**src/rtl/multiplier_pkg.sv**
```systemverilog
// Shared types and sizing helpers for the sequential shift-and-add multiplier.
package multiplier_pkg;

    typedef enum logic [1:0] {
        IDLE    = 2'd0,
        WORKING = 2'd1,
        DONE    = 2'd2
    } mult_state_t;

    // Step counter width; never narrower than one bit.
    function automatic int cnt_width(input int width);
        return (width <= 2) ? 1 : $clog2(width);
    endfunction

endpackage

```
**src/rtl/seq_multiplier_datapath.sv**
```systemverilog
// Datapath: accumulator A, multiplier/low-product Q, multiplicand M and mode bit.
// One shift-and-add step per do_shift; the last signed step subtracts because
// the multiplier MSB carries negative weight in two's complement.
module seq_multiplier_datapath
    import multiplier_pkg::*;
#(
    parameter int WIDTH = 8
) (
    input  logic                 clock,
    input  logic                 reset_n,
    input  logic                 i_do_init,
    input  logic                 i_do_shift,
    input  logic                 i_do_clear,
    input  logic                 i_last_step,
    input  logic                 i_is_signed,
    input  logic [WIDTH-1:0]     i_multiplicand,
    input  logic [WIDTH-1:0]     i_multiplier,
    output logic [2*WIDTH-1:0]   o_product
);

    logic [WIDTH:0]   r_a;
    logic [WIDTH-1:0] r_q;
    logic [WIDTH-1:0] r_m;
    logic             r_sgn;

    logic [WIDTH:0]   w_addend;
    logic [WIDTH:0]   w_sum;
    logic             w_fill;

    // Add/subtract selection and arithmetic fill bit for the right shift.
    always_comb begin
        w_addend = r_sgn ? {r_m[WIDTH-1], r_m} : {1'b0, r_m};
        w_sum    = r_a;
        if (r_q[0]) begin
            w_sum = (r_sgn && i_last_step) ? (r_a - w_addend) : (r_a + w_addend);
        end
        w_fill = r_sgn & w_sum[WIDTH];
    end

    // Operand capture, per-step shift, and abort clear of the product registers.
    always_ff @(posedge clock or negedge reset_n) begin
        if (!reset_n) begin
            r_a   <= '0;
            r_q   <= '0;
            r_m   <= '0;
            r_sgn <= 1'b0;
        end else if (i_do_clear) begin
            r_a <= '0;
            r_q <= '0;
        end else if (i_do_init) begin
            r_a   <= '0;
            r_q   <= i_multiplier;
            r_m   <= i_multiplicand;
            r_sgn <= i_is_signed;
        end else if (i_do_shift) begin
            {r_a, r_q} <= {w_fill, w_sum, r_q[WIDTH-1:1]};
        end
    end

    assign o_product = {r_a[WIDTH-1:0], r_q};

endmodule

```
**src/rtl/seq_multiplier.sv**
```systemverilog
// Sequential shift-and-add multiplier, unsigned or two's-complement signed.
// Level start/ready handshake; abort cancels from any state.
//
// state   | meaning
// IDLE    | waiting for start; product holds last result (or 0)
// WORKING | one shift-add step per cycle, WIDTH steps total
// DONE    | ready=1; wait for start to drop before returning to IDLE
module seq_multiplier
    import multiplier_pkg::*;
#(
    parameter int WIDTH = 8
) (
    input  logic                 clock,
    input  logic                 reset_n,
    input  logic                 start,
    input  logic                 is_signed,
    input  logic [WIDTH-1:0]     multiplicand,
    input  logic [WIDTH-1:0]     multiplier,
    input  logic                 abort,
    output logic                 ready,
    output logic                 busy,
    output logic [2*WIDTH-1:0]   product
);

    localparam int             CW       = cnt_width(WIDTH);
    localparam logic [CW-1:0]  CNT_INIT = CW'(WIDTH - 1);

    mult_state_t     r_state;
    mult_state_t     w_next;
    logic [CW-1:0]   r_count;
    logic            w_do_init;
    logic            w_do_shift;
    logic            w_do_clear;
    logic            w_last_step;

    assign w_last_step = (r_count == '0);

    // State register.
    always_ff @(posedge clock or negedge reset_n) begin
        if (!reset_n) begin
            r_state <= IDLE;
        end else begin
            r_state <= w_next;
        end
    end

    // Next-state and datapath controls; abort overrides everything.
    always_comb begin
        w_next     = r_state;
        w_do_init  = 1'b0;
        w_do_shift = 1'b0;
        w_do_clear = 1'b0;
        if (abort) begin
            w_next     = IDLE;
            w_do_clear = 1'b1;
        end else begin
            unique case (r_state)
                IDLE: begin
                    if (start) begin
                        w_do_init = 1'b1;
                        w_next    = WORKING;
                    end
                end
                WORKING: begin
                    w_do_shift = 1'b1;
                    if (w_last_step) begin
                        w_next = DONE;
                    end
                end
                DONE: begin
                    if (!start) begin
                        w_next = IDLE;
                    end
                end
                default: w_next = IDLE;
            endcase
        end
    end

    // Step down-counter; terminal count marks the final step.
    always_ff @(posedge clock or negedge reset_n) begin
        if (!reset_n) begin
            r_count <= '0;
        end else if (w_do_init) begin
            r_count <= CNT_INIT;
        end else if (w_do_shift && !w_last_step) begin
            r_count <= r_count - 1'b1;
        end
    end

    assign ready = (r_state == DONE);
    assign busy  = (r_state == WORKING);

    seq_multiplier_datapath #(
        .WIDTH (WIDTH)
    ) u_datapath (
        .clock          (clock),
        .reset_n        (reset_n),
        .i_do_init      (w_do_init),
        .i_do_shift     (w_do_shift),
        .i_do_clear     (w_do_clear),
        .i_last_step    (w_last_step),
        .i_is_signed    (is_signed),
        .i_multiplicand (multiplicand),
        .i_multiplier   (multiplier),
        .o_product      (product)
    );

endmodule

```
**config.mk**
```make
export PLATFORM = sky130hd
export DESIGN_NAME = seq_multiplier
export DESIGN_NICKNAME = d
export VERILOG_FILES = /design/src/rtl/multiplier_pkg.sv /design/src/rtl/seq_multiplier_datapath.sv /design/src/rtl/seq_multiplier.sv
export SDC_FILE = /design/constraint.sdc
export NUM_CORES = 1
export LEC_CHECK = 0
export CORE_MARGIN = 5
export CORE_UTILIZATION = 53
export CTS_BUF_LIST = sky130_fd_sc_hd__clkbuf_2 sky130_fd_sc_hd__clkbuf_4 sky130_fd_sc_hd__clkbuf_8
export DETAILED_ROUTE_END_ITERATION = 10
export MAX_ROUTING_LAYER = met4
export PLACE_DENSITY = 0.82
export RECOVER_POWER = 50
export SLEW_MARGIN = 40
export SYNTH_ARGS = -nofsm -noshare
export SYNTH_HDL_FRONTEND = slang
export SYNTH_SLANG_ARGS = --single-unit
export TNS_END_PERCENT = 5
```
**constraint.sdc**
```tcl
create_clock -name clock -period 3.9 [get_ports clock]
set_input_delay 0.78 -clock clock [delete_from_list [all_inputs] [get_ports clock]]
set_output_delay 0.78 -clock clock [all_outputs]
set_load 0.01 [all_outputs]
```
==> results of run 1 <==
[stage by stage]
stage | worst slack [ns] | power (W) | cell area [sq um]
after floorplan | 1.07 | 0.000690 | 1970
after global placement | 0.969 | 0.000799 | 2360
after detailed placement | 0.880 | 0.000806 | 2360
after CTS | 0.833 | 0.00114 | 2480
after global routing | 0.549 | 0.00120 | 2460
final | 0.855 | 0.00112 | 2460
[cells in the final DEF, fill, tap and decap left out, types with 8 or more instances in the layout]
| master | netlist | final |
|---|---|---|
| nand2_1 | 19 | 19 |
| ha_1 | 11 | 11 |
| clkdlybuf4s50_1 | 0 | 29 |
| dfrtp_1 | 31 | 31 |
| o21ai_1 | 12 | 12 |
| dlygate4sd3_1 | 0 | 9 |
| nor2_1 | 17 | 17 |
| inv_1 | 8 | 8 |
[sequential cells by signal (all words and copies together), names as in the netlist]
register,flops
u_datapath.r_sgn,1
u_datapath.r_a,9
r_state,2
u_datapath.r_q,8
u_datapath.r_m,8
r_count,3
[metal layers]
metal,vias to the layer above,share of wire,GRT usage
met1,814,0.47,0.234
met3,6,0.068,0.0540
li1,815,-,-
met4,0,0.0094,0.0585
met2,65,0.45,0.279
met5,-,0,-
[kinds of logic after synthesis]
logic type               Yosys count  share of synthesized area
XOR/XNOR                          10                     0.0444
multiplexers                      10                     0.0564
flip-flops                        31                      0.393
buffers and inverters             23                     0.0596
AO/OA/AOI/OAI                     55                      0.189
adder cells (fa/ha/maj)           12                     0.0799
AND/OR/NAND/NOR                   69                      0.178
[power by group through the flow]
stage	clock network, W	registers (W)	logic [W]
final	0.000326	0.000419	0.000376
after global routing	0.000350	0.000427	0.000422
after CTS	0.000333	0.000419	0.000384
after detailed placement	0	0.000425	0.000381
after global placement	0	0.000423	0.000375
after floorplan	0	0.000416	0.000274
[critical path, stage by stage (launching register included)]
cell	delay (ns)
dfrtp_1	0.36
inv_1	0.10
ha_1	0.20
nor2b_1	0.31
nand2_1	0.19
a21o_1	0.24
fa_1	0.41
nor2b_1	0.19
o31a_1	0.21
o22ai_2	0.10
xnor2_1	0.17
or4_1	0.42
nand3_1	0.09
[layout make-up]
class / instances / area [sq um] / area share
Clock inverter: 2 / 35.0 / 0.0142
Inverter: 9 / 33.8 / 0.0137
Sequential cell: 31 / 776 / 0.315
Timing Repair Buffer: 41 / 399 / 0.162
Clock buffer: 6 / 82.6 / 0.0336
Tap cell: 48 / 60.1 / 0.0244
Multi-Input combinational cell: 156 / 1070 / 0.436
[worst max path at each step]
stage | cells past startpoint | endpoint | startpoint
final | 12 | u_datapath.r_a[7] | r_count[0]
after global routing | 12 | u_datapath.r_a[7] | r_count[0]
after CTS | 12 | u_datapath.r_a[7] | r_count[0]
after detailed placement | 12 | u_datapath.r_a[7] | r_count[0]
after global placement | 9 | u_datapath.r_a[7] | u_datapath.r_m[3]
after floorplan | 9 | u_datapath.r_a[7] | u_datapath.r_m[3]
==> impl_metrics.json, run 1 <==
{
  "n_antenna_cell": 0,
  "ys.flop_type": "dfrtp_1",
  "antenna_found_initial": 0,
  "avgSynthCellArea_sq_um": 9.40,
  "synth.most_common_cell": "dfrtp_1",
  "clk_pin_slew_ns": 0.07,
  "report.final.slew_viol_count": 32,
  "hp-start": "r_count[1]",
  "vias": 1700,
  "ff2ff_setup_slack_ns": 0.86,
  "period_minus_slack_ns": 3.04,
  "first_global_vias": 1603,
  "synth_edf_count": 0,
  "swShare": 0.322,
  "die_area_sq_um": 5040,
  "fillCellCount": 299,
  "power_frac_clock": 0.291,
  "min_path_cells": 1,
  "drt_iter0_drc": 105,
  "post_cts_buffers": 0,
  "cp-end-kind": "register",
  "tns_ns": 0,
  "drc": 0,
  "synthTopCellsByArea": "dfrtp_1 (39%), ha_1 (7.0%), mux2_1 (4.0%), nand2_1 (3.6%), nor2_1 (3.2%)",
  "ir_worst_vdd_mv": 0.266,
  "die_h_um": 71.0,
  "htreeDepth": 2,
  "finalCritPeriodShare": 0.781,
  "leakage_nw": 1.09,
  "boundaryPins": 39,
  "die_w_um": 71.0,
  "place_inst": 285,
  "hold_end": "r_count[1]",
  "core-area_sq_um": 3630,
  "outcome": "finished, violations left",
  "ys_warn_count": 0,
  "area_growth_pct": 24.7,
  "grt_max_degree": 32,
  "initial_core_util": 0.543,
  "rows": 22,
  "synth_common_cells": "dfrtp_1 (31), nand2_1 (19), nor2_1 (17), o21ai_1 (12), ha_1 (11)",
  "dpl.hpwl_um": 3160,
  "holdWs_ns": 0.486,
  "hold_violations": 0,
  "portBuffers": 38,
  "syn_nets": 243,
  "hp-class": "register to register",
  "routedWlPerCell_um": 14.5,
  "synth_top_area_share": 0.393,
  "ys_seq_elements": 31,
  "crit_type": "register to register",
  "worstPathMaxFanout": 5,
  "p_switching_w": 0.000361,
  "clock_path_buffers": 2,
  "cts_sinks": 31,
  "power_density_nw_per_um2": 456,
  "setup_viol": 0,
  "critPathArrivalTime_ns": 3.27,
  "fmax_mhz": 328,
  "cts_buffers": 5,
  "syn_inst": 210,
  "p_int_w": 0.000760,
  "gp_congestion": 0.774,
  "post_cts_resized": 0,
  "grt_usage": 0.183,
  "netlist_area_sq_um": 1970,
  "synthArstFlopShare": 1.00,
  "fin_skew_ns": 0.00995,
  "reg2regPathDepth": 12,
  "cts_hold_buf": 0,
  "pwr-share-comb": 0.336,
  "drtPass1Iterations": 4,
  "viasPerCell": 5.80,
  "relSlewSlack": -0.0867,
  "p_seq_frac": 0.373,
  "worstMarginPinSlew_ns": 1.63,
  "nNetsFinal": 277,
  "fin_cells": 293,
  "synth_seq_area_share": 0.393,
  "ant_nets": 0,
  "violations": "capacitance limit, slew limit",
  "cts_tree": "yes",
  "r2r-start": "r_count[0]",
  "root_buffer": "clkbuf_8",
  "cp.required_ns": 4.12,
  "clk_latency_ns": 0.28,
  "drive_gt1_frac": 0.0653,
  "yosys.area.top_type": "dfrtp_1",
  "r2r_end": "u_datapath.r_a[7]",
  "grt.overflow.total": 0,
  "final_util": 0.677,
  "synth_cell_types": 44,
  "grt_pass1_wl_um": 7180,
  "critPathLaunchType": "register",
  "maxCapViolCount": 1,
  "wirelength_um": 4260,
  "rsz0062_at_grt": "no"
}
No activity file was read; power rests on OpenSTA's default activity.
==> inputs of run 2 (changes only) <==
--- a/config.mk
+++ b/config.mk
@@ -6,11 +6,11 @@
 export NUM_CORES = 1
 export LEC_CHECK = 0
 export CORE_MARGIN = 5
-export CORE_UTILIZATION = 53
+export CORE_UTILIZATION = 48
 export CTS_BUF_LIST = sky130_fd_sc_hd__clkbuf_2 sky130_fd_sc_hd__clkbuf_4 sky130_fd_sc_hd__clkbuf_8
 export DETAILED_ROUTE_END_ITERATION = 10
 export MAX_ROUTING_LAYER = met4
-export PLACE_DENSITY = 0.82
+export PLACE_DENSITY = 0.78
 export RECOVER_POWER = 50
 export SLEW_MARGIN = 40
 export SYNTH_ARGS = -nofsm -noshare
==> constraint.sdc (replaced) <==
create_clock -name clock -period 2.67 [get_ports clock]
set_input_delay 0.534 -clock clock [delete_from_list [all_inputs] [get_ports clock]]
set_output_delay 0.534 -clock clock [all_outputs]
set_load 0.01 [all_outputs]
==> run 2 against run 1 <==
Net effect:
- the run ends with capacitance limit, slew limit, setup timing left
- sequential share of layout area shrank 2.7 points
- worst setup slack lost 0.93 ns
- global-route usage up 1.3 points
- die area increased by 8.9%
- largest cell class unchanged
==> impl_metrics.json, run 2 (synthesized netlist as in run 1, its figures left out) <==
{
  "drive_gt1_frac": 0.183,
  "cts_tree": "yes",
  "fmax_mhz": 365,
  "critPathArrivalTime_ns": 2.97,
  "viasPerCell": 5.46,
  "cts_buffers": 5,
  "largest_reg_flops": 9,
  "violations": "capacitance limit, slew limit, setup timing",
  "drc": 0,
  "final_cell_mix": "clkdlybuf4s50_1 (34), dfrtp_1 (31), buf_4 (26), nand2_1 (18), nor2_1 (17)",
  "grt_usage": 0.196,
  "fin_cells": 318,
  "portBuffers": 38,
  "relSlewSlack": -0.113,
  "power_density_nw_per_um2": 632,
  "period_minus_slack_ns": 2.74,
  "initial_core_util": 0.493,
  "area_growth_pct": 36.3,
  "routedWlPerCell_um": 15.1,
  "n_antenna_cell": 0,
  "crit_type": "register to register",
  "holdWs_ns": 0.495,
  "dpl.hpwl_um": 3560,
  "critPathLaunchType": "register",
  "place_inst": 308,
  "hold_violations": 0,
  "grt_max_degree": 32,
  "clk_latency_ns": 0.29,
  "layout_commonest_cell": "clkdlybuf4s50_1",
  "first_global_vias": 1670,
  "wirelength_um": 4810,
  "reg_top3": "u_datapath.r_a (9), u_datapath.r_m (8), u_datapath.r_q (8)",
  "top_register": "u_datapath.r_a",
  "root_buffer": "clkbuf_8",
  "nNetsFinal": 302,
  "setup_viol": 2,
  "vias": 1735,
  "pre_cts_ws_ns": -0.207,
  "report.final.slew_viol_count": 32,
  "clk_pin_slew_ns": 0.06,
  "fillCellCount": 326,
  "rsz0062_at_grt": "yes",
  "die_w_um": 74.1,
  "finalCritPeriodShare": 1.03,
  "drtPass1Iterations": 4,
  "fin_skew_ns": 0.00998,
  "outcome": "finished, violations left",
  "grt_pass1_wl_um": 7870,
  "htreeDepth": 2,
  "clock_path_buffers": 2,
  "core-area_sq_um": 4000,
  "ant_nets": 0,
  "maxCapViolCount": 1,
  "hp-class": "register to register",
  "antenna_found_initial": 0,
  "cts_sinks": 31,
  "grt.overflow.total": 0,
  "multi_input_area_sq_um": 1160,
  "cp.required_ns": 2.90,
  "cp-end-kind": "register",
  "worstMarginPinSlew_ns": 1.67,
  "worstPathMaxFanout": 4,
  "gp_congestion": 0.845,
  "leakage_nw": 1.20,
  "die_area_sq_um": 5490,
  "boundaryPins": 39,
  "rows": 23,
  "die_h_um": 74.1,
  "p_total_w": 0.00170,
  "finalWorstSetupSlack_ns": -0.0731,
  "ff_latch_area_sq_um": 776,
  "drt_iter0_drc": 147,
  "ir_worst_vdd_mv": 0.445,
  "cts_hold_buf": 0
}
==> run 2: timing repair <==
item	CTS	global route
setup buffers	1	3
setup endpoints to repair	2	7
pin swaps	7	8
resized for setup	6	9
==> run 2: metrics by stage <==
step	utilization	TNS (ns)	cell area, sq um
floorplan	-	-0.132	1980
global placement	0.632	-0.157	2530
detailed placement	0.632	-0.358	2530
CTS	0.662	-0.339	2650
global route	0.673	-0.611	2690
finish	0.673	-0.0942	2690
==> run 2: cell type report <==
| type | count | share of cell area |
|---|---|---|
| Clock buffer | 6 | 0.0284 |
| Inverter | 9 | 0.0126 |
| Multi-Input combinational cell | 156 | 0.431 |
| Sequential cell | 31 | 0.288 |
| Tap cell | 50 | 0.0233 |
| Timing Repair Buffer | 66 | 0.217 |
==> run 2: worst max-delay path, stage by stage (launching register included) <==
cell and delay (ns):
dfrtp_1 0.37, or4_4 0.56, o21ai_2 0.14, xor2_1 0.18
ha_1 0.27, o21a_1 0.20, o21a_1 0.20, o22ai_4 0.17
xnor2_2 0.11, or4_1 0.40, nand3_1 0.08
==> run 2: where the power goes <==
part	internal (W)	switching (W)	leakage, nW	total [W]
Clock	0.000183	0.000168	0.0406	0.000352
Combinational	0.000390	0.000340	0.763	0.000730
Sequential	0.000540	0.0000773	0.396	0.000617
==> run 2: worst paths after layout <==
path,start,end,slack [ns],cells past startpoint
setup / recovery,u_datapath.r_m[3],u_datapath.r_a[7],-0.07,10
hold / removal,r_count[1],r_count[1],0.49,1
setup reg to reg,u_datapath.r_m[3],u_datapath.r_a[7],-0.07,10
hold reg to reg,r_count[1],r_count[1],0.49,1
max in group asynchronous,reset_n,u_datapath.r_sgn,0.49,2
min in group asynchronous,reset_n,u_datapath.r_a[5],1.20,2
==> run 2: metal layers <==
metal | global-route usage | vias to the layer above | wire [um]
met3 | 0.0541 | 6 | 304
met2 | 0.292 | 48 | 2320
met1 | 0.257 | 812 | 2120
met5 | - | - | 0
met4 | 0.0664 | 0 | 64
li1 | - | 869 | -
==> inputs of run 3 (changes only) <==
--- a/config.mk
+++ b/config.mk
@@ -5,12 +5,12 @@
 export SDC_FILE = /design/constraint.sdc
 export NUM_CORES = 1
 export LEC_CHECK = 0
+export CAP_MARGIN = 20
 export CORE_MARGIN = 5
-export CORE_UTILIZATION = 48
+export CORE_UTILIZATION = 35
 export CTS_BUF_LIST = sky130_fd_sc_hd__clkbuf_2 sky130_fd_sc_hd__clkbuf_4 sky130_fd_sc_hd__clkbuf_8
 export DETAILED_ROUTE_END_ITERATION = 10
 export MAX_ROUTING_LAYER = met4
-export PLACE_DENSITY = 0.78
 export RECOVER_POWER = 50
 export SLEW_MARGIN = 40
 export SYNTH_ARGS = -nofsm -noshare
==> run 3 against run 2 <==
Net effect:
- the run ends with setup timing left
- critical path type unchanged
- worst setup slack worse by 0.17 ns
- register-to-register slack worse by 0.17 ns
- first-iteration DRC count is 46% lower
- combinational power is 8.1% lower
- core utilization is 18 points lower
- power is 8.6% higher
- non-clock buffer count is 5 lower
- sequential power is 0.6% lower
- final cell count is 6.0% higher
- flip-flop and latch count stayed put
- wire length is 2.2% lower
==> impl_metrics.json, run 3 (synthesized netlist as in run 1, its figures left out) <==
{
  "r2r-start": "u_datapath.r_m[3]",
  "ff2ff_setup_slack_ns": -0.24,
  "layout_commonest_cell": "clkdlybuf4s50_1",
  "p_seq_frac": 0.332,
  "cp.required_ns": 2.89,
  "critPathArrivalTime_ns": 3.13,
  "hp-start": "r_count[1]",
  "wirelength_um": 4700,
  "finalWorstSetupSlack_ns": -0.239,
  "nNetsFinal": 297,
  "n_antenna_cell": 0,
  "ant_nets": 0,
  "top_register": "u_datapath.r_a",
  "grt.overflow.total": 0,
  "fin_skew_ns": 0.00578,
  "swShare": 0.309,
  "final_cell_mix": "clkdlybuf4s50_1 (33), dfrtp_1 (31), buf_4 (22), nand2_1 (18), nor2_1 (17)",
  "slowest_delay_ns": 0.55,
  "hold_violations": 0,
  "path_cells": "or4_4 -> o41ai_4 -> xor2_1 -> ha_2 -> or4_4 -> o22ai_4 -> xnor2_2 -> or4_4 -> nand3_2",
  "hold_end": "r_count[1]",
  "cpMostUsedCell": "or4_4",
  "gp_congestion": 0.867,
  "die_w_um": 85.1,
  "viasPerCell": 5.11,
  "clk_latency_ns": 0.28,
  "area_growth_pct": 38.2,
  "boundaryPins": 39,
  "r2r_end": "u_datapath.r_a[7]",
  "holdWs_ns": 0.502,
  "min_path_cells": 1,
  "maxCapViolCount": 0,
  "cts_tree": "yes",
  "report.final.slew_viol_count": 0,
  "dpl.hpwl_um": 3560,
  "worstPathMaxFanout": 4,
  "power_density_nw_per_um2": 677,
  "post_cts_buffers": 0,
  "die_area_sq_um": 7240,
  "worstMarginPinSlew_ns": 0.788,
  "crit_type": "register to register",
  "power_frac_clock": 0.304,
  "htreeDepth": 2,
  "p_int_w": 0.00127,
  "drc": 0,
  "grt_usage": 0.144,
  "cp_slowest_cell": "or4_4",
  "rows": 27,
  "largest_reg_flops": 9,
  "hp-class": "register to register",
  "rsz0062_at_grt": "yes",
  "finalCritPeriodShare": 1.09,
  "drt_iter0_drc": 80,
  "p_switching_w": 0.000571,
  "outcome": "finished, violations left",
  "cp-end-kind": "register",
  "reg_top3": "u_datapath.r_a (9), u_datapath.r_m (8), u_datapath.r_q (8)",
  "p_total_w": 0.00185,
  "reg2regPathDepth": 9,
  "grt_max_degree": 32,
  "antenna_found_initial": 0,
  "cts_sinks": 31,
  "cts_buffers": 5,
  "die_h_um": 85.1,
  "first_global_vias": 1775,
  "fmax_mhz": 344,
  "initial_core_util": 0.358,
  "tns_ns": -0.369,
  "pwr-share-comb": 0.364,
  "grt_pass1_wl_um": 8240,
  "relSlewSlack": 0.474,
  "drtPass1Iterations": 5,
  "cts_hold_buf": 0,
  "ir_worst_vdd_mv": 0.282,
  "violations": "setup timing",
  "core-area_sq_um": 5510,
  "vias": 1723,
  "period_minus_slack_ns": 2.91,
  "portBuffers": 38,
  "clock_path_buffers": 2,
  "leakage_nw": 1.20,
  "clk_pin_slew_ns": 0.07,
  "setup_viol": 2,
  "critPathLaunchType": "register",
  "routedWlPerCell_um": 14.0,
  "root_buffer": "clkbuf_8",
  "drive_gt1_frac": 0.181
}
==> run 3: power groups by stage <==
stage	clock (W)	combinational (W)	sequential [W]
3_3_place_gp	0	0.000650	0.000615
5_1_grt	0.000592	0.000760	0.000625
2_1_floorplan	0	0.000401	0.000610
6_report	0.000561	0.000671	0.000613
4_1_cts	0.000576	0.000658	0.000608
3_5_place_dp	0	0.000655	0.000616
==> run 3: routing by layer <==
layer	routed length [um]	vias to the layer above	part of all wire	track usage
met5	0	-	0	-
met4	31	0	0.0066	0.0388
met3	218	6	0.046	0.0291
met2	2180	42	0.46	0.223
met1	2270	819	0.48	0.191
li1	-	856	-	-
==> run 3: critical path, delay by kind of cell (launching register included) <==
| kind | cells | cell delay (ns) |
|---|---|---|
| flops | 1 | 0.38 |
| xor+xnor | 2 | 0.22 |
| simple gates | 4 | 1.59 |
| compound gates | 2 | 0.46 |
| fa+ha+maj | 1 | 0.18 |
==> run 3: worst max-delay path by stage <==
stage                           start                 to  slack, ns
floorplan           u_datapath.r_m[3]  u_datapath.r_a[7]       -0.1
global placement    u_datapath.r_m[3]  u_datapath.r_a[7]      -0.10
detailed placement  u_datapath.r_m[3]  u_datapath.r_a[7]      -0.17
CTS                 u_datapath.r_m[3]  u_datapath.r_a[7]      -0.20
global route        u_datapath.r_m[3]  u_datapath.r_a[7]      -0.36
finish              u_datapath.r_m[3]  u_datapath.r_a[7]      -0.24
==> run 3: final cells by class <==
class,instances,area [sq um]
Sequential cell,31,776
Clock buffer,6,76.3
Fill cell,533,2780
Tap cell,72,90.1
Clock inverter,2,60.1
Inverter,9,33.8
Multi-Input combinational cell,156,1140
Timing Repair Buffer,61,551
==> run 3: what timing repair did <==
item | 4_1_cts | 5_1_grt
hold endpoints to repair | 0 | 0
gates resized for setup | 0 | 12
setup endpoints to repair | 2 | 7
pin swaps | 0 | 6
==> run 3: per-stage QoR <==
step	cell area, sq um	cells	util	worst slack, ns
4_1_cts	2690	337	0.488	-0.201
3_3_place_gp	2550	329	0.463	-0.102
3_5_place_dp	2550	329	0.463	-0.170
5_1_grt	2730	337	0.495	-0.364
6_report	2730	337	0.495	-0.239
2_1_floorplan	1980	210	-	-0.0956
